--- src/rtl/hs_npu_pkg.sv ---
// Shared types and constants for the hs_npu memory-side blocks.
package hs_npu_pkg;

    localparam int unsigned UWORD_W         = 32;
    localparam int unsigned MEM_BURST_WORDS = 2;
    localparam int unsigned MEM_ARB_TIMEOUT = 1024;

    typedef logic [UWORD_W-1:0] uword_t;
    typedef uword_t [MEM_BURST_WORDS-1:0] burst_t;

    typedef enum logic [1:0] {
        StIdle,
        StIssue,
        StWaitRd,
        StWaitWr
    } arb_state_t;

endpackage

--- src/rtl/hs_npu_rr_picker.sv ---
// Combinational round-robin picker: first set request scanning from last+1.
module hs_npu_rr_picker #(
    parameter int unsigned NUM_REQ = 3,
    localparam int unsigned IDX_W  = (NUM_REQ > 1) ? $clog2(NUM_REQ) : 1
) (
    input  logic [NUM_REQ-1:0] req,
    input  logic [IDX_W-1:0]   last,
    output logic [NUM_REQ-1:0] gnt,
    output logic [IDX_W-1:0]   sel,
    output logic               found
);

    int unsigned        cand;
    logic [IDX_W-1:0]   cand_idx;

    // Walk the ring once starting just after the previous winner.
    always_comb begin
        gnt      = '0;
        sel      = '0;
        found    = 1'b0;
        cand     = 0;
        cand_idx = '0;
        for (int unsigned i = 1; i <= NUM_REQ; i++) begin
            cand     = (32'(last) + i) % NUM_REQ;
            cand_idx = IDX_W'(cand);
            if (!found && req[cand_idx]) begin
                found         = 1'b1;
                gnt[cand_idx] = 1'b1;
                sel           = cand_idx;
            end
        end
    end

endmodule

--- src/rtl/hs_npu_mem_arbiter.sv ---
// Round-robin arbiter sharing the hs_npu memory port between NPU clients.
// The grant is held for a whole burst; a watchdog aborts hung transactions.
module hs_npu_mem_arbiter
    import hs_npu_pkg::*;
#(
    parameter int unsigned NUM_REQ     = 3,
    parameter int unsigned BURST_WORDS = MEM_BURST_WORDS,
    parameter int unsigned TIMEOUT     = MEM_ARB_TIMEOUT
) (
    input  logic                                          clk,
    input  logic                                          rst_n,
    input  logic [NUM_REQ-1:0]                            req_valid_i,
    input  logic [NUM_REQ-1:0]                            req_write_i,
    input  logic [NUM_REQ-1:0][UWORD_W-1:0]               req_addr_i,
    input  logic [NUM_REQ-1:0][BURST_WORDS-1:0][UWORD_W-1:0] req_wdata_i,
    output logic [NUM_REQ-1:0]                            req_gnt_o,
    output logic [NUM_REQ-1:0]                            rsp_valid_o,
    output logic                                          rsp_err_o,
    output logic [BURST_WORDS-1:0][UWORD_W-1:0]           rsp_rdata_o,
    input  logic                                          mem_ready_i,
    input  logic                                          mem_valid_i,
    input  logic [BURST_WORDS-1:0][UWORD_W-1:0]           mem_rdata_i,
    input  logic                                          mem_wdone_i,
    output logic                                          mem_read_ready_o,
    output logic                                          mem_write_valid_o,
    output logic                                          mem_invalidate_o,
    output logic [UWORD_W-1:0]                            mem_addr_o,
    output logic [BURST_WORDS-1:0][UWORD_W-1:0]           mem_wdata_o,
    output logic [NUM_REQ-1:0]                            err_sticky_o,
    input  logic                                          err_clr_i
);

    localparam int unsigned IDX_W = (NUM_REQ > 1) ? $clog2(NUM_REQ) : 1;
    localparam int unsigned CNT_W = $clog2(TIMEOUT);

    arb_state_t                          state_q, state_d;
    logic [IDX_W-1:0]                    last_q, owner_q;
    logic                                owner_write_q;
    logic [UWORD_W-1:0]                  addr_q;
    logic [BURST_WORDS-1:0][UWORD_W-1:0] wdata_q, rdata_q;
    logic [CNT_W-1:0]                    cnt_q, cnt_d;
    logic [NUM_REQ-1:0]                  rsp_valid_q, rsp_valid_d;
    logic                                rsp_err_q, rsp_err_d;
    logic [NUM_REQ-1:0]                  sticky_q, sticky_d;

    logic [NUM_REQ-1:0] pick_req, pick_gnt, owner_onehot;
    logic [IDX_W-1:0]   pick_sel;
    logic               pick_found, load_rdata, timeout_hit;

    // Only offer requests to the picker when a new burst may start.
    assign pick_req     = (state_q == StIdle && mem_ready_i) ? req_valid_i : '0;
    assign timeout_hit  = (cnt_q == CNT_W'(TIMEOUT - 1));
    assign owner_onehot = NUM_REQ'(1) << owner_q;

    hs_npu_rr_picker #(
        .NUM_REQ (NUM_REQ)
    ) u_picker (
        .req   (pick_req),
        .last  (last_q),
        .gnt   (pick_gnt),
        .sel   (pick_sel),
        .found (pick_found)
    );

    // Next-state, handshake outputs and watchdog decisions.
    always_comb begin
        state_d           = state_q;
        cnt_d             = cnt_q;
        rsp_valid_d       = '0;
        rsp_err_d         = 1'b0;
        sticky_d          = err_clr_i ? '0 : sticky_q;
        load_rdata        = 1'b0;
        mem_read_ready_o  = 1'b0;
        mem_write_valid_o = 1'b0;
        mem_invalidate_o  = 1'b0;
        unique case (state_q)
            StIdle: begin
                if (pick_found) begin
                    state_d = StIssue;
                    cnt_d   = '0;
                end
            end
            StIssue: begin
                if (owner_write_q) begin
                    mem_write_valid_o = 1'b1;
                    state_d           = StWaitWr;
                end else begin
                    mem_read_ready_o = 1'b1;
                    state_d          = StWaitRd;
                end
            end
            StWaitRd, StWaitWr: begin
                mem_read_ready_o = (state_q == StWaitRd);
                // Completion beats a watchdog expiry landing in the same cycle.
                if ((state_q == StWaitRd) ? mem_valid_i : mem_wdone_i) begin
                    load_rdata  = (state_q == StWaitRd);
                    rsp_valid_d = owner_onehot;
                    state_d     = StIdle;
                end else if (timeout_hit) begin
                    mem_invalidate_o  = 1'b1;
                    rsp_valid_d       = owner_onehot;
                    rsp_err_d         = 1'b1;
                    sticky_d[owner_q] = 1'b1;
                    state_d           = StIdle;
                end else begin
                    cnt_d = cnt_q + CNT_W'(1);
                end
            end
            default: state_d = StIdle;
        endcase
    end

    // Control state, watchdog and response pulses.
    always_ff @(posedge clk or negedge rst_n) begin
        if (!rst_n) begin
            state_q     <= StIdle;
            cnt_q       <= '0;
            rsp_valid_q <= '0;
            rsp_err_q   <= 1'b0;
            sticky_q    <= '0;
        end else begin
            state_q     <= state_d;
            cnt_q       <= cnt_d;
            rsp_valid_q <= rsp_valid_d;
            rsp_err_q   <= rsp_err_d;
            sticky_q    <= sticky_d;
        end
    end

    // Capture the winner's request fields; they drive the bus until IDLE.
    always_ff @(posedge clk or negedge rst_n) begin
        if (!rst_n) begin
            last_q        <= IDX_W'(NUM_REQ - 1);
            owner_q       <= '0;
            owner_write_q <= 1'b0;
            addr_q        <= '0;
            wdata_q       <= '0;
        end else if (pick_found) begin
            last_q        <= pick_sel;
            owner_q       <= pick_sel;
            owner_write_q <= req_write_i[pick_sel];
            addr_q        <= req_addr_i[pick_sel];
            wdata_q       <= req_wdata_i[pick_sel];
        end
    end

    // Read data register; holds until the next successful read.
    always_ff @(posedge clk or negedge rst_n) begin
        if (!rst_n) begin
            rdata_q <= '0;
        end else if (load_rdata) begin
            rdata_q <= mem_rdata_i;
        end
    end

    assign req_gnt_o    = pick_gnt;
    assign rsp_valid_o  = rsp_valid_q;
    assign rsp_err_o    = rsp_err_q;
    assign rsp_rdata_o  = rdata_q;
    assign mem_addr_o   = addr_q;
    assign mem_wdata_o  = wdata_q;
    assign err_sticky_o = sticky_q;

endmodule

--- config.mk ---
export PLATFORM = sky130hd
export DESIGN_NAME = hs_npu_mem_arbiter
export DESIGN_NICKNAME = d
export VERILOG_FILES = /design/src/rtl/hs_npu_pkg.sv /design/src/rtl/hs_npu_rr_picker.sv /design/src/rtl/hs_npu_mem_arbiter.sv
export SDC_FILE = /design/constraint.sdc
export NUM_CORES = 1
export LEC_CHECK = 0
export ABC_AREA = 1
export BUFFER_PORTS_ARGS = -buffer_cell sky130_fd_sc_hd__buf_2
export CELL_PAD_IN_SITES_DETAIL_PLACEMENT = 0
export CELL_PAD_IN_SITES_GLOBAL_PLACEMENT = 1
export CORE_AREA = 2 2 210 212
export CTS_BUF_LIST = sky130_fd_sc_hd__clkbuf_4 sky130_fd_sc_hd__clkbuf_8 sky130_fd_sc_hd__clkbuf_16
export DETAILED_ROUTE_END_ITERATION = 7
export DIE_AREA = 0 0 212 214
export PLACE_DENSITY_LB_ADDON = 0.1
export SLEW_MARGIN = 25
export SYNTH_ARGS = -nofsm -noshare
export SYNTH_HDL_FRONTEND = slang
export SYNTH_SLANG_ARGS = --single-unit
--- constraint.sdc ---
create_clock -name clk -period 3 [get_ports clk]
set_input_delay 0.15 -clock clk [delete_from_list [all_inputs] [get_ports clk]]
set_output_delay 0.15 -clock clk [all_outputs]
set_load 0.01 [all_outputs]
==> impl_metrics.toml, run 1 <==
[placement]
portBuffers = 536
hpwl_um = 33100
gp_congestion = 0.831

[routing]
wl_per_cell_um = 18.6
routed_via_density = 4.52
drt_iter0_markers = 713
routed-via-count = 12000
drtPass1Iterations = 5
wl_um = 49500
drtAntennaViolNets = 0
remaining_drc_errors = 0

[yosys]
ys_seq_area_share_pct = 42.5
synth_area_leaders = "dfrtp_1, inv_1, nand3_1, nand2_1, mux2_2"
synth-edff-count = 0
ys_types = 32
async_reset_ff_share_pct = 100
synthFlopType = "dfrtp_1"
synthCells = 1460
yosysMostFrequentCell = "inv_1"
synth_nets = 1829
ys_seq_elements = 183
yosys.area.top_type = "dfrtp_1"
yosysWarnings = 0
syn-cell-area_mm2 = 0.0108
syn_area_per_cell_um2 = 7.37
ys_top_cells_by_count = "inv_1, nand2_1, nand3_1"
synth_top_area_share_pct = 42.3

[finish]
nets = 2422
drive_gt1_share_pct = 32.8
syn2layout_area_growth_pct = 47.6

[global_routing]
antenna_found_initial = 14
grt_pass1_vias = 12100
grt.total_usage_pct = 21.3
overflow = 0
grt_max_degree = 98
grt_pass1_wl_um = 73500

[pwr]
leakage_nw = 8.88
power_density_mw_per_mm2 = 1020
power_mw = 16.1
ir_drop_mv = 0.426

[timing]
report.final.slew_viol_count = 0
relSlewSlack_pct = 45.1
worstMarginPinSlew_ns = 0.823
finalClockSkew_ns = 0.0118
tns_ns = 0
hold_viol_final = 0
setup_viol = 0
final.min_clock_period_ns = 2.75
rsz0062_at_grt = "false"
clock.fmax_mhz = 364
period_share_pct = 91.6

[clocking]
cts_tree = "yes"
cts-htree-levels = 4
clock-sinks = 183
clk_latency_ns = 0.47
clockBufferDepth = 2
numCtsBuffers = 17
cts-root-buf = "clkbuf_16"
clkTransAtPathRegs_ns = 0.07

[critical_path]
cp-end-kind = "output pin"
start_kind = "flip-flop"
path_class = "reg -> out"
crit_required_ns = 2.85
cp.arrival_ns = 2.60
path_max_fanout = 25

[floorplanning]
core_mm2 = 0.0429
die_w_um = 212
initial_utilization_pct = 25.1
fp.dieArea_mm2 = 0.0454
pin_count = 537
num_rows = 76
dieHeight_um = 214

[outcome]
status = "complete, no violations"

[hold_path]
hold_class = "in -> reg"

[flow_run]
maxCapViolCount = 0
[layout make-up]
class,instances,area (um^2)
fill,4658,27000
multi-input combinational,861,4610
sequential,183,4580
timing repair buffer,672,4220
inverter,318,1200
tap,585,732
clock buffer,19,447
clock inverter,11,87.6
antenna,7,17.5
[final timing paths]
kind	slack, ns	endpoint	depth (start not counted)	startpoint
setup / recovery	0.25	req_gnt_o[1]	11	last_q[0]
hold / removal	0.02	mem_wdata_o[15]	5	req_wdata_i[143]
setup reg to reg	0.37	mem_addr_o[27]	13	last_q[0]
hold reg to reg	0.48	err_sticky_o[0]	2	err_sticky_o[0]
max in group asynchronous	1.88	rsp_rdata_o[12]	3	rst_n
min in group asynchronous	0.25	mem_wdata_o[42]	2	rst_n
[cell usage in the layout (no fill, tap or decap), drive strengths merged, types with 65 or more instances in the layout]
cell / Yosys / final
a21oi: 100 / 100
buf: 51 / 556
dfrtp: 182 / 182
dlygate4sd3: 0 / 113
inv: 318 / 325
mux2: 65 / 65
nand2: 228 / 228
nand3: 214 / 215
nand4: 105 / 105
nor2: 113 / 113
[per-stage QoR]
stage / hold WS, ns / setup slack (ns) / cells / cell area, um^2 / utilization, %
after global placement: 0.220 / 0.272 / 2503 / 14100 / 32.9
after CTS: 0.000516 / 0.00420 / 2647 / 15800 / 36.9
after detailed placement: 0.212 / 0.213 / 2503 / 14100 / 32.9
after global routing: 0.0257 / 0.0188 / 2653 / 15900 / 37.0
final: 0.0234 / 0.251 / 2656 / 15900 / 37.0
after floorplan: -0.146 / 0.727 / 1460 / 10800 / -
[per-layer routing]
layer	share of wire, %	GRT usage (%)
met1	42	25.8
met2	49	36.5
met3	7.4	6.51
met4	1.4	5.35
met5	0.16	0
[critical path: stages (launching register included)]
cell	delay, ns
dfrtp_1	0.40
inv_1	0.12
ha_2	0.45
inv_2	0.09
nand4_1	0.10
nand3_1	0.11
nand2_4	0.17
inv_2	0.07
nand2_4	0.16
buf_16	0.20
nand3_1	0.09
buf_2	0.17
[registers in the layout, summed over array words and instances (netlist names)]
name	flops
cnt_q	10
err_sticky_o	3
last_q	2
mem_addr_o	32
mem_wdata_o	64
owner_q	1
owner_write_q	1
rsp_err_o	1
rsp_rdata_o	64
rsp_valid_o	3
state_q	2
[logic make-up (layout without fill, tap and decap cells)]
group / Yosys count / after routing / share of synthesized area, %
other cells: 0 / 7 / 0
simple gates: 667 / 668 / 28.8
xor+xnor: 3 / 3 / 0.244
fa+ha+maj: 5 / 5 / 0.581
flops: 183 / 183 / 42.5
buf+inv: 417 / 1020 / 15.3
compound gates: 120 / 120 / 5.74
mux: 65 / 65 / 6.80
[what timing repair did]
action / 4_1_cts / 5_1_grt
setup endpoints to repair: 1 / 81
pin swaps: 0 / 1
hold buffers: 113 / 0
cloned: 1 / 2
buffers inserted: 0 / 0
hold endpoints to repair: 176 / 0
resized for setup: 1 / 3
[report_power, final]
| group | internal, mW | switching [mW] | total, mW |
|---|---|---|---|
| sequential | 3.70 | 0.654 | 4.36 |
| clock | 1.10 | 1.11 | 2.20 |
| combinational | 3.72 | 5.85 | 9.58 |
(Power assumes the default switching activity.)
==> inputs of run 2 (changes only) <==
--- a/config.mk
+++ b/config.mk
@@ -13,6 +13,7 @@
 export CTS_BUF_LIST = sky130_fd_sc_hd__clkbuf_4 sky130_fd_sc_hd__clkbuf_8 sky130_fd_sc_hd__clkbuf_16
 export DETAILED_ROUTE_END_ITERATION = 7
 export DIE_AREA = 0 0 212 214
+export GPL_TIMING_DRIVEN = 0
 export PLACE_DENSITY_LB_ADDON = 0.1
 export SLEW_MARGIN = 25
 export SYNTH_ARGS = -nofsm -noshare
==> run 2 against run 1 <==
  * Setup slack improved by 0.0056 ns
  * Sequential cell count unchanged
  * Via count increased by 0.20%
  * Critical endpoint unchanged
  * Total power up 2.4%
  * First-iteration DRC count shrank 20%
  * Global-route usage grew 0.21 points
  * Critical path type unchanged
==> impl_metrics.toml, run 2 (synthesis results as in run 1) <==
[clocking]
numCtsBuffers = 17
clock-sinks = 183
clk_latency_ns = 0.45
cts-root-buf = "clkbuf_16"
clockBufferDepth = 2
cts_tree = "yes"
cts-htree-levels = 4
clkTransAtPathRegs_ns = 0.08

[critical_path]
cp-end-kind = "output pin"
r2r-end = "mem_addr_o[25]"
r2r-start = "last_q[0]"
rrSetupSlack_ns = 0.29
path_class = "reg -> out"
cp.arrival_ns = 2.59
crit_required_ns = 2.85
reg2reg_depth = 14
start_kind = "flip-flop"
path_max_fanout = 10

[hold_path]
min_from = "req_wdata_i[172]"
hold_class = "in -> reg"
whs_path_depth = 5
worstHoldEndpoint = "mem_wdata_o[44]"

[placement]
pre_cts_ws_ns = -0.363
placedCellCount = 2583
gp_congestion = 0.863
hpwl_um = 38400
portBuffers = 536

[finish]
syn2layout_area_growth_pct = 46.4
mostFrequentLayoutCell = "buf_2"
nets = 2459
fin_cells = 2703
drive_gt1_share_pct = 34.4
layout_common_cells = "buf_2, inv_1, nand2_1"

[timing]
hold_viol_final = 0
setup_viol = 0
worstMarginPinSlew_ns = 0.730
final.min_clock_period_ns = 2.74
rsz0062_at_grt = "false"
finalWorstSetupSlack_ns = 0.257
clock.fmax_mhz = 365
period_share_pct = 91.4
relSlewSlack_pct = 51.3
report.final.slew_viol_count = 0
hold-worst-slack_ns = 0.0389
finalClockSkew_ns = 0.00975

[floorplanning]
pin_count = 537
core_mm2 = 0.0429
num_rows = 76
fp.dieArea_mm2 = 0.0454
initial_utilization_pct = 25.1
die_w_um = 212
dieHeight_um = 214

[pwr]
leakage_nw = 8.86
p_sw_share_pct = 47.6
p_int_mw = 8.65
pwr-share-comb_pct = 58.8
ir_drop_mv = 0.401
clockPowerShare_pct = 15.0
power_frac_seq_pct = 26.2
power_density_mw_per_mm2 = 1050
p_switching_mw = 7.86
power_mw = 16.5

[routing]
routed_via_density = 4.45
drtAntennaViolNets = 0
drt_iter0_markers = 572
wl_um = 49400
routed-via-count = 12000
wl_per_cell_um = 18.3
remaining_drc_errors = 0
drtPass1Iterations = 7

[global_routing]
grt.total_usage_pct = 21.5
grt_pass1_vias = 12400
grt_max_degree = 66
grt_pass1_wl_um = 73700
antenna_found_initial = 25
overflow = 0

[outcome]
status = "complete, no violations"

[flow_run]
maxCapViolCount = 0
[run 2: repair_timing]
| action | in CTS | in global routing |
|---|---|---|
| hold endpoints to repair | 121 | 0 |
| hold buffers | 66 | 0 |
| setup endpoints to repair | 101 | 104 |
| buffers inserted | 3 | 4 |
| gates resized for setup | 19 | 35 |
| pin swaps | 2 | 2 |
[run 2: per-layer routing]
layer	global-route usage, %	routed length, um
met1	25.7	20700
met2	37.2	23900
met3	5.85	3460
met4	6.69	1140
met5	0	129
[run 2: final cells by class]
type / count / area (um^2)
inverter: 318 / 1190
antenna: 15 / 37.5
fill: 4740 / 27100
clock inverter: 15 / 205
buffer: 99 / 495
clock buffer: 17 / 425
multi-input combinational: 860 / 4620
sequential: 183 / 4580
timing repair buffer: 611 / 3470
tap: 585 / 732
[run 2: metrics by stage]
step | utilization [%] | TNS, ns | cell area (um^2)
6_report | 36.7 | 0 | 15800
5_1_grt | 36.7 | 0 | 15700
4_1_cts | 36.4 | 0 | 15600
3_5_place_dp | 33.2 | -19.89 | 14200
3_3_place_gp | 33.1 | -333.81 | 14200
2_1_floorplan | - | 0 | 10800
[run 2: worst max-delay path by stage]
| stage | startpoint | end | slack, ns | depth (start not counted) |
|---|---|---|---|---|
| 2_1_floorplan | last_q[0] | mem_wdata_o[33] | 0.73 | 13 |
| 3_3_place_gp | rst_n | mem_wdata_o[13] | -1.75 | 1 |
| 3_5_place_dp | last_q[0] | mem_wdata_o[34] | -0.36 | 13 |
| 4_1_cts | last_q[0] | mem_wdata_o[52] | 0.009 | 13 |
| 5_1_grt | last_q[0] | mem_addr_o[29] | 0.05 | 13 |
| 6_report | last_q[0] | req_gnt_o[1] | 0.26 | 11 |
[run 2: critical path, stage by stage, from the launching register on]
cell and delay, ns:
dfrtp_1 0.41, inv_1 0.14, ha_4 0.35, inv_2 0.08
nand4_1 0.09, nand3_1 0.12, nand2_4 0.17, inv_2 0.07
nand2_4 0.19, clkbuf_4 0.28, nand3_1 0.09, buf_2 0.16
[run 2: power groups by stage]
stage                     clock [mW]  sequential [mW]  combinational (mW)
final                           2.48             4.33                9.71
after global routing            2.66             4.48                11.0
after CTS                       2.57             4.34                9.82
after detailed placement           0             4.37                9.64
after global placement             0             4.35                9.55
after floorplan                    0             4.83                5.40
==> inputs of run 3 (changes only) <==
--- a/config.mk
+++ b/config.mk
@@ -7,12 +7,12 @@
 export LEC_CHECK = 0
 export ABC_AREA = 1
 export BUFFER_PORTS_ARGS = -buffer_cell sky130_fd_sc_hd__buf_2
-export CELL_PAD_IN_SITES_DETAIL_PLACEMENT = 0
-export CELL_PAD_IN_SITES_GLOBAL_PLACEMENT = 1
-export CORE_AREA = 2 2 210 212
+export CELL_PAD_IN_SITES_DETAIL_PLACEMENT = 1
+export CELL_PAD_IN_SITES_GLOBAL_PLACEMENT = 2
+export CORE_ASPECT_RATIO = 1.25
+export CORE_UTILIZATION = 24
 export CTS_BUF_LIST = sky130_fd_sc_hd__clkbuf_4 sky130_fd_sc_hd__clkbuf_8 sky130_fd_sc_hd__clkbuf_16
 export DETAILED_ROUTE_END_ITERATION = 7
-export DIE_AREA = 0 0 212 214
 export GPL_TIMING_DRIVEN = 0
 export PLACE_DENSITY_LB_ADDON = 0.1
 export SLEW_MARGIN = 25
==> run 3 against run 2 <==
  * Count of clock-buffer cells in the layout increased by 1
  * Sequential cell count unchanged
  * Critical path type is now reg -> reg
  * Core utilization decreased by 1.1 points
  * Cell count decreased by 0.48%
  * Clock skew decreased by 0.0020 ns
  * Wire length increased by 6.7%
  * Clock power decreased by 6%
  * Largest power group unchanged
  * Non-clock buffer count increased by 9
  * Global-route usage increased by 1.5 points
  * First-iteration DRC count decreased by 36%
  * Register-to-register slack got worse by 0.11 ns
  * Setup slack got worse by 0.079 ns
==> impl_metrics.toml, run 3 (synthesis results as in run 1) <==
[routing]
wl_per_cell_um = 19.6
remaining_drc_errors = 0
drtPass1Iterations = 4
wl_um = 52700
drtAntennaViolNets = 0
routed-via-count = 12300
drt_iter0_markers = 365
routed_via_density = 4.56

[timing]
setup_viol = 0
relSlewSlack_pct = 48.8
report.final.slew_viol_count = 0
finalClockSkew_ns = 0.00776
period_share_pct = 94.1
final.min_clock_period_ns = 2.82
hold-worst-slack_ns = 0.0240
hold_viol_final = 0
clock.fmax_mhz = 354
worstMarginPinSlew_ns = 0.768

[global_routing]
grt.total_usage_pct = 23.0
grt_max_degree = 89
antenna_found_initial = 21
grt_pass1_wl_um = 78100
overflow = 0
grt_pass1_vias = 13000

[critical_path]
path_cells = "inv_1 -> ha_4 -> inv_1 -> nand4_1 -> nand3_1 -> nand2_2 -> nand3_4 -> buf_4 -> buf_1 -> nand4_1 -> nand3_1 -> a21oi_1"
cp-end-kind = "flip-flop"
crit_required_ns = 3.36
cp_slowest_cell = "buf_1"
cp.arrival_ns = 3.18
slowest_delay_ns = 0.42
path_class = "reg -> reg"
start_kind = "flip-flop"
path_max_fanout = 10

[finish]
layout_common_cells = "buf_2, inv_1, nand2_1"
drive_gt1_share_pct = 34.6
nets = 2468
syn2layout_area_growth_pct = 46.4
fin_cells = 2690
postLayoutCoreUtil_pct = 35.6
mostFrequentLayoutCell = "buf_2"

[clocking]
clock-sinks = 183
clockBufferDepth = 2
clkTransAtPathRegs_ns = 0.08
cts_tree = "yes"
numCtsBuffers = 17
clk_latency_ns = 0.46
cts-root-buf = "clkbuf_16"
cts-htree-levels = 4

[floorplanning]
initial_utilization_pct = 24.3
num_rows = 86
fp.dieArea_mm2 = 0.0457
die_w_um = 191
dieHeight_um = 239
core_mm2 = 0.0442
pin_count = 537

[hold_path]
hold_class = "in -> reg"

[outcome]
status = "complete, no violations"

[placement]
portBuffers = 536
gp_congestion = 0.861
hpwl_um = 41100
placedCellCount = 2570

[flow_run]
maxCapViolCount = 0

[pwr]
ir_drop_mv = 0.432
power_density_mw_per_mm2 = 1050
leakage_nw = 8.88
-- run 3: path summary, 6_finish.rpt --
check	from	to	slack [ns]	cells past startpoint
max reg2reg	last_q[0]	mem_wdata_o[5]	0.18	12
max in group asynchronous	rst_n	mem_addr_o[3]	2.05	3
min reg2reg	err_sticky_o[1]	err_sticky_o[1]	0.49	2
max	last_q[0]	mem_wdata_o[5]	0.18	12
min in group asynchronous	rst_n	rsp_rdata_o[52]	0.16	2
min	req_wdata_i[141]	mem_wdata_o[13]	0.02	5
-- run 3: routing by layer --
layer  vias up  global-route usage [%]  part of all wire (%)
li1       5917                       -                     -
met1      5850                    25.6                    39
met2       394                    42.7                    52
met3        70                    6.06                   6.6
met4        22                    6.20                   1.9
met5         -                       0                  0.25
-- run 3: timing repair --
action                                  in CTS  in global routing
pin swaps                                    2                  3
setup buffers                                3                  6
hold endpoints to repair                   182                  0
gates resized for setup                     19                 37
endpoints found under the setup margin     101                105
hold buffers                                73                  0
-- run 3: critical path: cells and delay by family (launching register included) --
family / cells / cell delay [ns]
and+or+nand+nor: 6 / 1.07
buffers and inverters: 4 / 0.91
DFF: 1 / 0.41
adders and majority gates: 1 / 0.22
AOI/OAI and AO/OA: 1 / 0.07
-- run 3: metrics by stage --
step | instance area (um^2) | worst slack (ns) | setup TNS (ns) | power, mW
final | 15800 | 0.178 | 0 | 16.5
after global routing | 15800 | -0.00595 | -0.0115 | 18.1
after CTS | 15700 | 0.0369 | 0 | 16.8
after detailed placement | 14200 | -0.363 | -26.88 | 14.2
after global placement | 14200 | -1.79 | -340.23 | 14.0
after floorplan | 10800 | 0.727 | 0 | 10.2
-- run 3: power by group --
group | switching, mW | total (mW) | internal [mW] | leakage, nW
logic | 6.14 | 9.83 | 3.69 | 6.47
clock network | 1.19 | 2.32 | 1.13 | 0.280
registers | 0.651 | 4.35 | 3.70 | 2.13
-- run 3: cell type report --
cell class                 count  area (um^2)
antenna                        6         15.0
buffer                        99          490
clock buffer                  18          439
clock inverter                14          134
fill                        5612        28500
inverter                     318         1190
multi-input combinational    860         4620
sequential                   183         4580
tap                          572          716
timing repair buffer         620         3570
